**src/rtl/fu_mult_pipe_pkg.sv**
```systemverilog
// Shared ALU function encoding and multiply-pipeline types/constants.
// Used by fu_mult_pipe and its bench.
package fu_mult_pipe_pkg;

    typedef enum logic [4:0] {
        ALU_ADD    = 5'd0,
        ALU_SUB    = 5'd1,
        ALU_SLT    = 5'd2,
        ALU_SLTU   = 5'd3,
        ALU_AND    = 5'd4,
        ALU_OR     = 5'd5,
        ALU_XOR    = 5'd6,
        ALU_SLL    = 5'd7,
        ALU_SRL    = 5'd8,
        ALU_SRA    = 5'd9,
        ALU_MUL    = 5'd10,
        ALU_MULH   = 5'd11,
        ALU_MULHSU = 5'd12,
        ALU_MULHU  = 5'd13
    } alu_func_e;

    localparam int MULT_XLEN  = 32;
    localparam int MULT_TAG_W = 6;

    localparam logic [31:0] MULT_BAD_RESULT = 32'hfacebeec;

    // Stage register layout at the default configuration; the pipeline
    // declares the same layout locally against its own parameters.
    typedef struct packed {
        logic                     valid;
        alu_func_e                func;
        logic [MULT_TAG_W-1:0]    tag;
        logic [2*MULT_XLEN-1:0]   opa_ext;
        logic [2*MULT_XLEN-1:0]   opb_ext;
        logic [2*MULT_XLEN-1:0]   acc;
    } mult_stage_t;

endpackage

```
**src/rtl/fu_mult_stage.sv**
```systemverilog
// One combinational step of the multiply pipeline: adds the partial product
// of opa_ext and one CW-bit multiplier chunk, shifted into place, to acc_in.
module fu_mult_stage #(
    parameter int XLEN = 32,
    parameter int CW   = 16,
    parameter int IDX  = 0
) (
    input  logic [2*XLEN-1:0] opa_ext,
    input  logic [CW-1:0]     opb_chunk,
    input  logic [2*XLEN-1:0] acc_in,
    output logic [2*XLEN-1:0] acc_out
);

    logic [2*XLEN-1:0] partial;

    // Everything wraps mod 2^(2*XLEN), so truncating the product is exact.
    assign partial = opa_ext * (2*XLEN)'(opb_chunk);
    assign acc_out = acc_in + (partial << (IDX * CW));

endmodule

```
**src/rtl/fu_mult_pipe.sv**
```systemverilog
// Pipelined MUL/MULH/MULHSU/MULHU unit with global stall and squash.
// Optional perf counters are enabled by defining FU_MULT_PIPE_PERF_EN.
module fu_mult_pipe
    import fu_mult_pipe_pkg::*;
#(
    parameter int XLEN   = 32,
    parameter int STAGES = 4,
    parameter int TAG_W  = 6
) (
    input  logic             clock,
    input  logic             reset_n,
    input  logic             in_valid,
    output logic             in_ready,
    input  logic [XLEN-1:0]  opa,
    input  logic [XLEN-1:0]  opb,
    input  logic [4:0]       func,
    input  logic [TAG_W-1:0] in_tag,
    input  logic             squash,
    output logic             out_valid,
    input  logic             out_ready,
    output logic [XLEN-1:0]  result,
    output logic [TAG_W-1:0] out_tag
`ifdef FU_MULT_PIPE_PERF_EN
    ,
    output logic [31:0]      perf_issued,
    output logic [31:0]      perf_stall
`endif
);

    localparam int WW = 2 * XLEN;
    localparam int CW = WW / STAGES;

    typedef struct packed {
        logic             valid;
        alu_func_e        func;
        logic [TAG_W-1:0] tag;
        logic [WW-1:0]    opa_ext;
        logic [WW-1:0]    opb_ext;
        logic [WW-1:0]    acc;
    } stage_t;

    stage_t           stage_q [STAGES];
    stage_t           stage_d [STAGES];
    logic [WW-1:0]    acc_next [STAGES];
    logic             out_valid_q, out_valid_d;
    logic [XLEN-1:0]  result_q, result_d;
    logic [TAG_W-1:0] out_tag_q, out_tag_d;

    alu_func_e     in_func;
    logic          sign_a, sign_b;
    logic [WW-1:0] opa_ext, opb_ext;
    logic          advance, accept;

    assign in_func  = alu_func_e'(func);
    assign advance  = !out_valid_q || out_ready;
    assign in_ready = advance;
    assign accept   = in_valid && advance && !squash;

    assign sign_a  = (in_func == ALU_MUL) || (in_func == ALU_MULH) || (in_func == ALU_MULHSU);
    assign sign_b  = (in_func == ALU_MUL) || (in_func == ALU_MULH);
    assign opa_ext = {{XLEN{sign_a & opa[XLEN-1]}}, opa};
    assign opb_ext = {{XLEN{sign_b & opb[XLEN-1]}}, opb};

    function automatic logic [XLEN-1:0] sel_result(alu_func_e f, logic [WW-1:0] acc);
        case (f)
            ALU_MUL:                       return acc[XLEN-1:0];
            ALU_MULH, ALU_MULHSU, ALU_MULHU: return acc[WW-1:XLEN];
            default:                       return XLEN'(MULT_BAD_RESULT);
        endcase
    endfunction

    // Stage 0 works directly on the freshly extended operands; later
    // stages continue from the previous stage register.
    generate
        for (genvar gi = 0; gi < STAGES; gi++) begin : g_stage
            if (gi == 0) begin : g_first
                fu_mult_stage #(.XLEN(XLEN), .CW(CW), .IDX(gi)) u_stage (
                    .opa_ext   (opa_ext),
                    .opb_chunk (opb_ext[gi*CW +: CW]),
                    .acc_in    ({WW{1'b0}}),
                    .acc_out   (acc_next[gi])
                );
            end else begin : g_rest
                fu_mult_stage #(.XLEN(XLEN), .CW(CW), .IDX(gi)) u_stage (
                    .opa_ext   (stage_q[gi-1].opa_ext),
                    .opb_chunk (stage_q[gi-1].opb_ext[gi*CW +: CW]),
                    .acc_in    (stage_q[gi-1].acc),
                    .acc_out   (acc_next[gi])
                );
            end
        end
    endgenerate

    always_comb begin
        stage_d     = stage_q;
        out_valid_d = out_valid_q;
        result_d    = result_q;
        out_tag_d   = out_tag_q;
        if (squash) begin
            for (int k = 0; k < STAGES; k++) begin
                stage_d[k].valid = 1'b0;
            end
            out_valid_d = 1'b0;
        end else if (advance) begin
            stage_d[0].valid   = accept;
            stage_d[0].func    = in_func;
            stage_d[0].tag     = in_tag;
            stage_d[0].opa_ext = opa_ext;
            stage_d[0].opb_ext = opb_ext;
            stage_d[0].acc     = acc_next[0];
            for (int k = 1; k < STAGES; k++) begin
                stage_d[k]     = stage_q[k-1];
                stage_d[k].acc = acc_next[k];
            end
            out_valid_d = stage_q[STAGES-1].valid;
            // Keep the visible result/tag from churning on bubbles.
            if (stage_q[STAGES-1].valid) begin
                result_d  = sel_result(stage_q[STAGES-1].func, stage_q[STAGES-1].acc);
                out_tag_d = stage_q[STAGES-1].tag;
            end
        end
    end

    always_ff @(posedge clock or negedge reset_n) begin
        if (!reset_n) begin
            for (int k = 0; k < STAGES; k++) begin
                stage_q[k] <= '0;
            end
            out_valid_q <= 1'b0;
            result_q    <= '0;
            out_tag_q   <= '0;
        end else begin
            stage_q     <= stage_d;
            out_valid_q <= out_valid_d;
            result_q    <= result_d;
            out_tag_q   <= out_tag_d;
        end
    end

    assign out_valid = out_valid_q;
    assign result    = result_q;
    assign out_tag   = out_tag_q;

`ifdef FU_MULT_PIPE_PERF_EN
    logic [31:0] perf_issued_q, perf_issued_d;
    logic [31:0] perf_stall_q, perf_stall_d;

    always_comb begin
        perf_issued_d = perf_issued_q + 32'(accept);
        perf_stall_d  = perf_stall_q + 32'(out_valid_q && !out_ready);
    end

    always_ff @(posedge clock or negedge reset_n) begin
        if (!reset_n) begin
            perf_issued_q <= '0;
            perf_stall_q  <= '0;
        end else begin
            perf_issued_q <= perf_issued_d;
            perf_stall_q  <= perf_stall_d;
        end
    end

    assign perf_issued = perf_issued_q;
    assign perf_stall  = perf_stall_q;
`endif

endmodule
```
**config.mk**
```make
export PLATFORM = sky130hd
export DESIGN_NAME = fu_mult_pipe
export DESIGN_NICKNAME = d
export VERILOG_FILES = /design/src/rtl/fu_mult_pipe_pkg.sv /design/src/rtl/fu_mult_stage.sv /design/src/rtl/fu_mult_pipe.sv
export SDC_FILE = /design/constraint.sdc
export NUM_CORES = 2
export LEC_CHECK = 0
export ABC_AREA = 1
export CAP_MARGIN = 40
export CORE_ASPECT_RATIO = 0.5
export CORE_MARGIN = 3
export CORE_UTILIZATION = 32
export CTS_BUF_LIST = sky130_fd_sc_hd__clkbuf_16
export DETAILED_ROUTE_END_ITERATION = 16
export GPL_ROUTABILITY_DRIVEN = 0
export PLACE_DENSITY_LB_ADDON = 0.05
export SYNTH_ARGS = -nofsm -noshare
export SYNTH_HDL_FRONTEND = slang
export SYNTH_SLANG_ARGS = --single-unit
```
**constraint.sdc**
```tcl
create_clock -name clock -period 8.41 [get_ports clock]
set_input_delay 1.2615 -clock clock [delete_from_list [all_inputs] [get_ports clock]]
set_output_delay 1.2615 -clock clock [all_outputs]
set_load 0.01 [all_outputs]
```
## After elaboration in Yosys (flattened, before gate mapping)

Index checks and enable logic that the tools add are counted.

- Bits in registers: 607
- Input port bits: 80
- Output and inout bits: 40
- Word-level logic and storage cells: 63

- Add/sub/neg operators: 3
- Multipliers: 4
- Eq/ne operators: 7
- Mux-type cells: 8
- Bitwise logic cells: 3
- Reductions and logical operators: 11

Operators by type and width:

| kind | count |
|---|---|
| 816-bit 2-to-1 mux | 1 |
| 64-bit adder | 3 |
| 64-bit by 16-bit multiplier with 16-bit output | 1 |
| 64-bit by 16-bit multiplier with 32-bit output | 1 |
| 32-bit one-hot mux with 2 select lines | 1 |
| 33-bit by 17-bit multiplier with 50-bit output | 1 |
| 33-bit by 17-bit multiplier with 48-bit output | 1 |
| 5-bit by 4-bit equality test with 1-bit output (second input constant) | 7 |
| 1-bit 2-to-1 mux | 6 |
| 1-bit logical OR | 3 |
| 3-bit AND reduction | 1 |
| 3-bit OR reduction | 1 |
| 1-bit AND | 2 |
| 1-bit logical AND | 2 |
| 1-bit logical NOT | 2 |
| 2-bit AND reduction | 1 |
| 2-bit nonzero test | 1 |
| 1-bit NOT | 1 |

## Longest topological paths before layout

- Depth after elaboration: 7
- Depth in mapped cells: 41
- Gate-level depth less buffers: 38

## By module

From an unflattened synthesis, not the netlist that was laid out.

- Cell total of the unflattened synthesis: 12426
- Area, all modules: 92162.1 µm²

By module, submodules not included:

| module | instances | cells an instance | area an instance (µm²) |
|---|---|---|---|
| fu_mult_stage (g_stage[0].g_first.u_stage) | 1 | 4311 | 31087.3 |
| fu_mult_stage (g_stage[1].g_rest.u_stage) | 1 | 3309 | 23581.4 |
| fu_mult_pipe | 1 | 2066 | 18062.3 |
| fu_mult_stage (g_stage[2].g_rest.u_stage) | 1 | 1957 | 14044.7 |
| fu_mult_stage (g_stage[3].g_rest.u_stage) | 1 | 783 | 5386.4 |

## Worst setup path after synthesis

OpenSTA, ideal clock, no wires.

- Path kind: register to register
- Start: register stage_q[504] (netlist name)
- End: register stage_q[260] (netlist bit)
- Setup time: 0.117 ns
- Arrival: 7.026 ns
- Data required time: 8.293 ns
- Setup slack: 1.266 ns
- Cell stages (with the launch flop): 36
- Buffers on the path: 3
- Cell sequence: dfrtp_1 -> buf_2 -> clkbuf_1 -> buf_1 -> nand2_1 -> fa_1 -> inv_1 -> fa_1 -> fa_1 -> inv_1 -> fa_1 -> inv_1 -> fa_1 -> inv_1 -> fa_1 -> inv_1 -> ha_1 -> inv_1 -> nor3_1 -> nand3_1 -> nand3_1 -> nand2_1 -> nand2_1 -> a21oi_1 -> xnor2_1 -> ha_1 -> inv_1 -> o21ai_0 -> o21bai_1 -> a21oi_1 -> nand3_1 -> nand2_1 -> nand2_1 -> or2_1 -> nand3_1 -> nand2_1

- Cells in the longest elaborated chain, start to end: 2

RTL lines:

| element | RTL line | text |
|---|---|---|
| 64-bit by 16-bit multiplier with 32-bit output | fu_mult_stage.sv:17 | `assign partial = opa_ext * (2*XLEN)'(opb_chunk);` |
| 64-bit adder | fu_mult_stage.sv:18 | `assign acc_out = acc_in + (partial << (IDX * CW));` |
| end signal, assigned | fu_mult_pipe.sv:133 | `stage_q <= stage_d;` |
| end, declared | fu_mult_pipe.sv:42 | `stage_t stage_q [STAGES];` |

No other way between the ends.
A chain may end at the register's enable or synchronous reset.

## Worst setup path in the final report

- Start: register stage_q[745] (netlist bit)
- End: register stage_q[454] (netlist bit)

- Cells in the longest elaborated chain, start to end: 2

RTL lines:

| element | RTL line |
|---|---|
| 33-bit by 17-bit multiplier with 48-bit output | fu_mult_stage.sv:17 |
| 64-bit adder | fu_mult_stage.sv:18 |

No other way between the ends.

==> metrics.yaml <==
timing.max_cap.violations: 0
synth-async-reset-ratio_pct: 100.0
clockBufferDepth: 3
avgSynthCellArea_um2: 7.753
final.setup.worst_slack_ns: 0.2560
core_area_um2: 219100
outcome: "completed"
clock_latency_ns: 0.69
maximum_fanout_along_the_worst_path: 9
clock-root-buffer: "sky130_fd_sc_hd__clkbuf_16"
worstSetupPathType: "reg -> reg"
critical_path.endpoint_type: "flip-flop"
dpl.hpwl_um: 207800
initial_utilization_pct: 32.40
finalClockSkew_ns: 0.07085
worst_setup_sp_type: "flip-flop"
area_growth_syn_to_layout_pct: 11.32
fin_tns_setup_ns: 0
worst_pin_slew_ns: 0.8780
synthCells: 9156
grt_setup_unrepaired: "no"
num_rows: 121
synth_area_um2: 70990
ioPinCount: 120
numClockSinks: 429
multi_input_area_um2: 49770
critical_path.slowest_cell: "sky130_fd_sc_hd__dfrtp_2"
finalHoldViolCount: 0
cts_buffers: 52
number_of_design_rule_violations_left_by_the_first_detailed_router_iteration: 3952
path_clk_slew_ns: 0.06
vias_per_cell: 4.595
ys_types: 56
worstPathRequired_ns: 8.92
fmax_ghz: 0.1226
timing.slew.headroom_pct: 41.47
ys_warn_count: 0
synth_top_cells_by_count: "sky130_fd_sc_hd__nand2_1 (2,494), sky130_fd_sc_hd__inv_1 (2,434), sky130_fd_sc_hd__fa_1 (1,265)"
synth_edf_count: 0
design.final.nets: 11040
portBuffers: 119
grt_antenna_before_repair: 9
postLayoutCoreUtil_pct: 36.07
detailedPlace.worstSlack_ns: 0.2722
synth-seq-area-share_pct: 15.12
detail-route-antenna-nets: 0
fin_crit_ns: 8.154
cts_tree: "done"
post-route-drc-count: 0
drt-total-wl_um: 245800
synth.top_cells.by_area: "sky130_fd_sc_hd__fa_1 (36%), sky130_fd_sc_hd__dfrtp_1 (15%), sky130_fd_sc_hd__nand2_1 (13%)"
track_usage_pct: 21.86
worst_path_largest_cell_delay_ns: 0.56
die_h_um: 339.0
layout_worst_path_cycle_share_pct: 96.96
first_global_vias: 59100
filler_cell_count: 23580
global_route_wire_length_before_repair_um: 378400
synth.top_cell.area_share_pct: 35.68
setup_violations: 0
routed-via-count: 56370
hp-class: "reg -> reg"
avgRoutedWirePerCell_um: 20.04
first_pass_iters: 6
worst_ep_arrival_time_ns: 8.67
globalRouteOverflowTotal: 0
sequential_cell_area_um2: 10750
slew_violations: 0
ys_ff_latch: 429
htreeDepth: 2
synth.net_count: 10930
post-synth-top-count-cell: "sky130_fd_sc_hd__nand2_1"
synth.largest_area_cell: "sky130_fd_sc_hd__fa_1"
dominantRegCellSynth: "sky130_fd_sc_hd__dfrtp_1"
floorplan.die_area_um2: 227900
die_w_um: 672.1
maximum_number_of_pins_on_one_net_before_global_route_repair: 148
drive_above_1_share_pct: 4.897
[worst max-delay path: cells and delay by family (launching register included)]
family                     cells  cell delay (ns)
buffers and inverters          9             0.87
DFF                            1             0.56
adders and majority gates      8             3.74
AOI/OAI and AO/OA              8             1.34
xor gates and xnor gates       2             0.81
and+or+nand+nor                5             0.63
[kinds of logic (layout without fill, tap and decap cells)]
family / after synthesis / count (layout) / synth area share (%)
adder cells (fa/ha/maj): 1691 / 1691 / 43.18
XOR/XNOR: 150 / 150 / 1.851
other: 0 / 4 / 0
AND/OR/NAND/NOR: 3251 / 3251 / 18.20
buffers and inverters: 2794 / 2949 / 14.80
flip-flops: 429 / 429 / 15.12
AO/OA/AOI/OAI: 841 / 841 / 6.842
[path summary, 6_finish.rpt]
path / cells past startpoint / end / from / slack (ns)
min in group asynchronous: 1 / stage_q[807]$_DFFE_PN0P_ / reset_n / 0.63
max in group asynchronous: 2 / stage_q[557]$_DFFE_PN0P_ / reset_n / 6.44
worst max register to register: 32 / stage_q[454]$_DFFE_PN0P_ / stage_q[745]$_DFFE_PN0P_ / 0.26
worst max-delay path: 32 / stage_q[454]$_DFFE_PN0P_ / stage_q[745]$_DFFE_PN0P_ / 0.26
worst min-delay path: 2 / stage_q[556]$_DFFE_PN0P_ / stage_q[556]$_DFFE_PN0P_ / 0.47
worst min register to register: 2 / stage_q[556]$_DFFE_PN0P_ / stage_q[556]$_DFFE_PN0P_ / 0.47
[through the flow]
stage | cells | cell area (um2) | hold WS [ns]
finish | 12270 | 79020 | 0.4672
global route | 12260 | 79010 | 0.4832
CTS | 12260 | 78980 | 0.4737
detailed placement | 12170 | 77360 | 0.4575
global placement | 12160 | 77110 | 0.4549
floorplan | 9156 | 70990 | 0.4422
[repair_timing]
item,4_1_cts,5_1_grt
hold buffers,0,0
setup endpoints to repair,0,10
buffers inserted,0,0
gates resized for setup,0,20
[layout by cell type, fill, tap and decap left out, drive strengths merged, types with 11 or more instances in the layout]
| cell type | synthesis | layout |
|---|---|---|
| a211oi | 21 | 21 |
| a21boi | 15 | 15 |
| a21o | 31 | 31 |
| a21oi | 246 | 246 |
| a2bb2oi | 21 | 21 |
| a31oi | 66 | 66 |
| buf | 45 | 301 |
| clkbuf | 310 | 53 |
| clkdlybuf4s50 | 0 | 117 |
| clkinv | 1 | 22 |
| dfrtp | 429 | 429 |
| fa | 1265 | 1265 |
| ha | 426 | 426 |
| inv | 2438 | 2449 |
| nand2 | 2504 | 2504 |
| nand3 | 225 | 225 |
| nand3b | 14 | 14 |
| nand4 | 44 | 44 |
| nor2 | 379 | 379 |
| nor3 | 39 | 39 |
| nor4 | 17 | 17 |
| o21a | 18 | 18 |
| o21ai | 353 | 353 |
| o21bai | 31 | 31 |
| o221ai | 11 | 11 |
| or2 | 24 | 24 |
| xnor2 | 77 | 77 |
| xor2 | 73 | 73 |
[state kept, by name, indices dropped and copies added, names as in the netlist]
signal and count:
out_tag 6, out_valid 1, result 32, stage_q 390
[layer usage]
layer  global-route usage, %  share of wire (%)
met5                       0                  0
met4                   3.393                1.6
met3                   2.144                4.3
met2                   33.36                 43
met1                   33.79                 51
[area by class of cell]
| class | instances | area share (%) |
|---|---|---|
| Multi-Input combinational cell | 5933 | 62.98 |
| Timing Repair Buffer | 418 | 5.078 |
| Clock inverter | 39 | 0.3705 |
| Antenna cell | 4 | 0.01267 |
| Inverter | 2439 | 11.60 |
| Clock buffer | 53 | 1.678 |
| Sequential cell | 429 | 13.61 |
| Tap cell | 2952 | 4.674 |
Power is not shown: default switching activity piles up to over one toggle a cycle in this logic, so the estimate is an artifact.
